$ cat src/rtl/noc_pkg.sv
// Shared NoC definitions: queue depth, credit width, flit preamble layout
// and the transmit-side packet FSM state.
package noc;
  localparam int PortQueueDepth = 4;
  localparam int CreditsWidth   = $clog2(PortQueueDepth + 1);

  typedef struct packed {
    logic head;
    logic tail;
  } preamble_t;

  typedef enum logic {kTxIdle, kTxPacket} noc_tx_state_t;
endpackage

$ cat src/rtl/noc_credit_counter.sv
// Credit counter for one downstream queue: starts full, spends on dec,
// refunds on inc, saturates at Depth and flags a refund that would overflow.
module noc_credit_counter
  import noc::*;
#(
  parameter int Depth = PortQueueDepth,
  parameter int Width = CreditsWidth
) (
  input  logic             clk,
  input  logic             rst,
  input  logic             inc,
  input  logic             dec,
  output logic [Width-1:0] count,
  output logic             overflow
);

  // A refund with no simultaneous spend while already full is an overflow.
  assign overflow = inc & ~dec & (count == Width'(Depth));

  always_ff @(posedge clk or posedge rst) begin
    if (rst) begin
      count <= Width'(Depth);
    end else if (inc && !dec && !overflow) begin
      count <= count + Width'(1);
    end else if (dec && !inc) begin
      count <= count - Width'(1);
    end
  end

endmodule

$ cat src/rtl/noc_credit_tx.sv
// Credit-based NoC transmit port: checks head/tail framing, forwards legal
// flits with one cycle of latency and spends one downstream credit per flit.
module noc_credit_tx
  import noc::*;
#(
  parameter int FlitWidth = 64,
  parameter int Depth     = PortQueueDepth
) (
  input  logic                    clk,
  input  logic                    rst,
  input  logic [FlitWidth-1:0]    in_data,
  input  logic                    in_valid,
  output logic                    in_ready,
  output logic [FlitWidth-1:0]    out_data,
  output logic                    out_valid,
  input  logic                    credit_in,
  output logic [CreditsWidth-1:0] credits,
  output logic                    busy,
  output logic                    seq_err,
  output logic                    credit_err,
  output logic [15:0]             pkt_count
);

  noc_tx_state_t state;
  preamble_t     pre;
  logic          accept;
  logic          legal;
  logic          spend;
  logic          overflow;

  assign pre      = in_data[FlitWidth-1 -: 2];
  assign in_ready = (credits != '0);
  assign accept   = in_valid & in_ready;
  assign spend    = accept & legal;
  assign busy     = (state == kTxPacket);

  // Heads are only legal between packets; inside a packet only non-heads are.
  always_comb begin
    legal = 1'b0;
    case (state)
      kTxIdle:   legal = pre.head;
      kTxPacket: legal = ~pre.head;
      default:   legal = 1'b0;
    endcase
  end

  noc_credit_counter #(
    .Depth(Depth),
    .Width(CreditsWidth)
  ) u_credit_counter (
    .clk      (clk),
    .rst      (rst),
    .inc      (credit_in),
    .dec      (spend),
    .count    (credits),
    .overflow (overflow)
  );

  always_ff @(posedge clk or posedge rst) begin
    if (rst) begin
      state      <= kTxIdle;
      out_data   <= '0;
      out_valid  <= 1'b0;
      seq_err    <= 1'b0;
      credit_err <= 1'b0;
      pkt_count  <= '0;
    end else begin
      out_valid <= 1'b0;
      if (overflow) begin
        credit_err <= 1'b1;
      end
      if (accept) begin
        if (legal) begin
          out_data  <= in_data;
          out_valid <= 1'b1;
          if (pre.tail) begin
            pkt_count <= pkt_count + 16'd1;
          end
          case (state)
            kTxIdle:   state <= pre.tail ? kTxIdle : kTxPacket;
            kTxPacket: state <= pre.tail ? kTxIdle : kTxPacket;
            default:   state <= kTxIdle;
          endcase
        end else begin
          // Illegal flits are consumed and dropped; framing state is untouched.
          seq_err <= 1'b1;
        end
      end
    end
  end

endmodule

$ cat config.mk
export PLATFORM = sky130hd
export DESIGN_NAME = noc_credit_tx
export DESIGN_NICKNAME = d
export VERILOG_FILES = /design/src/rtl/noc_pkg.sv /design/src/rtl/noc_credit_counter.sv /design/src/rtl/noc_credit_tx.sv
export SDC_FILE = /design/constraint.sdc
export NUM_CORES = 1
export LEC_CHECK = 0
export ABC_AREA = 1
export BUFFER_PORTS_ARGS = -buffer_cell sky130_fd_sc_hd__clkbuf_2
export CAP_MARGIN = 20
export CORE_MARGIN = 2
export CORE_UTILIZATION = 48
export DETAILED_ROUTE_END_ITERATION = 6
export GPL_TIMING_DRIVEN = 0
export PLACE_DENSITY = 0.8
export SYNTH_ARGS = -nofsm -noshare
export SYNTH_HDL_FRONTEND = slang
export SYNTH_SLANG_ARGS = --single-unit
$ cat constraint.sdc
create_clock -name clk -period 3.4 [get_ports clk]
set_clock_uncertainty 0.2 [all_clocks]
set_input_delay 0.68 -clock clk [delete_from_list [all_inputs] [get_ports clk]]
set_output_delay 0.68 -clock clk [all_outputs]
set_load 0.01 [all_outputs]
# After elaboration in Yosys (flattened, before gate mapping)
# Index checks and enable logic that the tools add are counted.
# totals
ff_bits	87
inputBits	68
mem_bits_rw	0
latch_bits	0
mem_bits_ro	0
memories	0
# op_classes
magnitude_cmp	0
muxes	6
div	0
shifts	0
eq_ne	1
n_reduce_logical	11
n_bitwise	8
add_sub_neg	3
n_mul	0
# op_table
operator	count
$add 16x1->16 const B	1
$mux 3	2
$and 1x1->1	4
$not 1->1	4
$reduce_and 2->1	2
$add 3x1->3 const B	1
$eq 3x3->1 const B	1
$logic_and 1x1->1	3
$logic_not 1->1	3
$mux 1	3
$reduce_and 3->1	1
$reduce_bool 3->1	1
$sub 3x1->3 const B	1
$pmux 1 s2	1
$reduce_bool 2->1	1

# Logic depth before layout (Yosys ltp)
# logic_depth
depth_word	9
ltp_mapped	10
depth_no_buf	10

# By module
# A second synthesis with hierarchy kept.
# unflattened
hier_cells	443
hier_area_um2	3702.3
# modules_own_cells
module	area_per_inst_um2	n_inst	cells_per_inst	seq_area_each_um2
noc_credit_tx	3493.4	1	415	2102.0
noc_credit_counter	209.0	1	28	76.3

# Worst setup path before layout
# Ideal clock, no wire load.
# synth_timing
kind	in2reg
from	in in_data[63]
to	reg u_credit_counter.count[2]
setup_slack_ns	1.360
required_ns	3.140
setup_time_ns	0.060
cell_stages	10
arrival_ns	1.780
cell_sequence	inv_1 nand2_1 nand2_1 nand3_4 nand3_2 fa_1 o21bai_1 nand2_1 nand2_1 nand2_1
# synth_between
elab_chain_cells	9
elab_cells_between_ends	13
cone_classes	mux: 2; bitwise: 5; reduce/logical: 6
# synth_rtl
item	line_no	rtl
from (decl)	noc_credit_tx.sv:11	input logic [FlitWidth-1:0] in_data,
$not 1->1	noc_credit_tx.sv:42	kTxPacket: legal = ~pre.head;
$pmux 1 s2 *	noc_credit_tx.sv:40	case (state)
$and 1x1->1 *	noc_credit_tx.sv:34	assign spend = accept & legal;
$not 1->1	noc_credit_counter.sv:18	assign overflow = inc & ~dec & (count == Width'(Depth));
$and 1x1->1 (2 in a row)	noc_credit_counter.sv:18	
$logic_not 1->1	noc_credit_counter.sv:23	end else if (inc && !dec && !overflow) begin
$logic_and 1x1->1	noc_credit_counter.sv:23	
$mux 3 / $reduce_bool 2->1 (equally long branches)	n/a	
to (signal assigned)	noc_credit_counter.sv:22	count <= Width'(Depth);
to (signal assigned)	noc_credit_counter.sv:24	count <= count + Width'(1);
to (signal assigned)	noc_credit_counter.sv:26	count <= count - Width'(1);
to (decl)	noc_credit_counter.sv:13	output logic [Width-1:0] count,
# Every way passes the cells marked *; elsewhere a longest branch is shown, timed or not.
# A chain may end at the register's enable or synchronous reset.

# Worst setup path after layout
# layout_timing
from	reg u_credit_counter.count[0]
to	out in_ready
# layout_between
elab_chain_cells	1
# layout_rtl
item	line_no	rtl
$reduce_bool 3->1	noc_credit_tx.sv:32	assign in_ready = (credits != '0);
to (decl)	noc_credit_tx.sv:13	output logic in_ready,
# Every way passes these cells.

==> results.md <==
- R2R Path Start: u_credit_counter.count[0]$_DFFE_PP0P_
- FF-to-FF path depth: 9
- Internal Pwr Total: 2.37 mW
- Register area share after synthesis: about three fifths
- Slew margin rel.: 73.9%
- TritonCTS clock tree: yes
- RSZ-0062 raised after global routing: false
- Sequential share of power: around 44%
- PwrDens: 826 nW/um^2
- Logic gate share of total power: between 30 and 40%
- I/O pin cnt: around 160
- Critical path class: reg -> out
- Synthesized instance count: approximately 430
- Gpl congestion: around 0.88
- CP endpoint: in_ready
- CTS resizes: 0
- Hold Fails Final Rpt: 0
- Hold_buf cts: 0
- Die area: roughly 8400 um^2
- Psw: approximately 1.6 mW
- Hpwl dp: 6360 um
- Vias/cell: about 4.7
- Nets: roughly 670
- Placeable Area: between 7000 and 8000 um^2
- Endpoints failing setup: 0
- Max-slew violation count: 0
- Clock Power Share: 16.1%
- Synth warn: 0
- Share of post-route cells with drive strength above 1: between 30% and 40%
- CTS sink cnt: 87
- Post-layout minimum cycle time: about 2100 ps
- Vias in the first global route: around 3200
- Later-pin clock latency in the skew report: between 300 and 400 ps
- Largest net degree at the start of global routing: 58
- H-tree depth: 3
- Most frequent cells in the layout: nand2_1 (260), clkbuf_2 (155), dfrtp_1 (86)
- Root Driver: clkbuf_8
- Floorplan row count: 31
- Syn Nets: between 500 and 600
- Global route overflow: 0
- Commonest non-fill, non-tap cell in the layout: nand2_1
- Final hold slack: around 110 ps
- Area Overhead vs Synth: 30.1%
- Number of antenna-violating nets in the routed design: 0
- Reg-to-reg slack, setup: 1330 ps
- Routed WL per cell: between 10 and 15 um
- Beginning of the critical path: u_credit_counter.count[0]$_DFFE_PP0P_
- Worst Path Max Fanout: 5
- Placed inst area: about 4600 um^2
- First-iteration detailed-routing DRC count: about 150
- Hold Crit Class: in -> async
- Longest Clk Path Bufs: 2
- Number of CTS-inserted buffers: 9
- Avg Inst Size Synth: between 8 and 9 um^2
- Fill count: 609
- # Max-Cap Violations: 0
- Vias: 3281
- CP Data Arrival Time: 1250 ps
- Status: finished clean
- Die Width: approximately 91 um
- CTS clk-pin slew, worst paths: 90 ps
- Post-CTS Setup Inserts: 0
- Initial core utilization: approximately half
- Gr usage total: 21.4%
- Register bit count reported by yosys: 87
- Fin crit share: between 60% and 70%
- Worst-Margin Slew: 392 ps
- Fmax: between 400 and 500 MHz
- Initial antenna violation count: 0
- Crit start category: flop
- First-pass GRT wire length: ~14000 um
- I/O Buffers: roughly 160
- CP Capture Type: output pin
- Syn Std Cell Area: 3670 um^2
- WP data required: between 2000 and 3000 ps
- Post-Route WL: ~8400 um
- Yosys cell types: 24
- Sw Ratio: 39.9%
- Max VDD drop: 0.000391 V
- N_diodes: 0
- Final Cell Area: 4770 um^2
- Total iterations of the first detailed-routing run: 4
- Leakage Power: approximately 2.8 nW
- Reg2reg end: u_credit_counter.count[2]$_DFFE_PP1P_
- DRC Markers: 0
- Chip Height: between 90 and 100 um
==> critical path, cell delays in order (launching register included) <==
cell	delay, ps
dfrtp_1	450
nor2_1	190
nand2_2	110
clkbuf_2	150
==> logic make-up (layout without fill, tap and decap cells) <==
family	after synthesis	after routing	share of synthesized area, %
compound gates	13	13	1.98
xor+xnor	11	11	2.63
fa+ha+maj	2	2	0.886
buf+inv	30	202	4.13
flops	87	87	59.4
simple gates	291	291	31.0
==> area by class of cell <==
| cell class | instances | area (um^2) | share of cell area, % |
|---|---|---|---|
| sequential | 87 | 2180 | 45.6 |
| multi-input combinational | 317 | 1340 | 28.1 |
| timing repair buffer | 156 | 803 | 16.8 |
| clock buffer | 10 | 128 | 2.67 |
| tap | 99 | 124 | 2.60 |
| buffer | 15 | 95.1 | 1.99 |
| inverter | 15 | 58.8 | 1.23 |
| clock inverter | 6 | 46.3 | 0.970 |
==> worst min path at each step <==
stage | startpoint | endpoint | slack, ps
2_1_floorplan | u_credit_counter.count[2]$_DFFE_PP1P_ | u_credit_counter.count[2]$_DFFE_PP1P_ | 280
3_3_place_gp | out_data[18]$_DFFE_PP0P_ | out_data[18]$_DFFE_PP0P_ | 260
3_5_place_dp | out_data[3]$_DFFE_PP0P_ | out_data[3]$_DFFE_PP0P_ | 260
4_1_cts | rst | out_data[27]$_DFFE_PP0P_ | 110
5_1_grt | rst | out_data[25]$_DFFE_PP0P_ | 140
6_report | rst | out_data[8]$_DFFE_PP0P_ | 110
==> power by group through the flow <==
stage | clock network, mW | logic (mW) | registers [mW]
5_1_grt | 0.708 | 1.76 | 1.82
4_1_cts | 0.659 | 1.58 | 1.75
3_3_place_gp | 0 | 1.52 | 1.75
3_5_place_dp | 0 | 1.58 | 1.76
2_1_floorplan | 0 | 0.690 | 1.95
6_report | 0.636 | 1.56 | 1.75
==> per-layer routing <==
layer / routed length (um) / GRT usage, % / up-vias
met5: 0 / 0 / -
met4: 113 / 7.45 / 0
met3: 557 / 4.48 / 10
met2: 4060 / 35.0 / 107
met1: 3710 / 28.3 / 1513
li1: - / - / 1651
==> cell usage after synthesis (all sizes together) <==
cell type	n	area share, %
xnor2	9	2.1
nor3	1	0.14
inv	15	1.5
fa	1	0.55
nand3	10	1.8
buf	15	2.6
o21ai	9	1.2
o21bai	3	0.61
nor2	17	1.9
or2	1	0.17
nand2	261	27
nand4	1	0.17
dfstp	1	0.72
dfrtp	86	59
xor2	2	0.48
a21oi	1	0.14
ha	1	0.34
==> state kept, by name, summed over array words and instances, names as in the netlist <==
signal                  count
u_credit_counter.count      3
out_data                   64
seq_err                     1
credit_err                  1
busy                        1
pkt_count                  16
out_valid                   1
==> per-stage QoR <==
step                setup TNS (ps)  instances  setup slack, ps  power (mW)  util, %
global placement            -55060        688             -646        3.27     62.3
detailed placement               0        689             1130        3.34     62.7
CTS                              0        705             1250        3.99     65.1
finish                           0        705             1270        3.94     65.1
global route                     0        705             1130        4.28     65.1
floorplan                        0        434              271        2.64        -
Note: power is estimated with default switching activity, not from simulation.
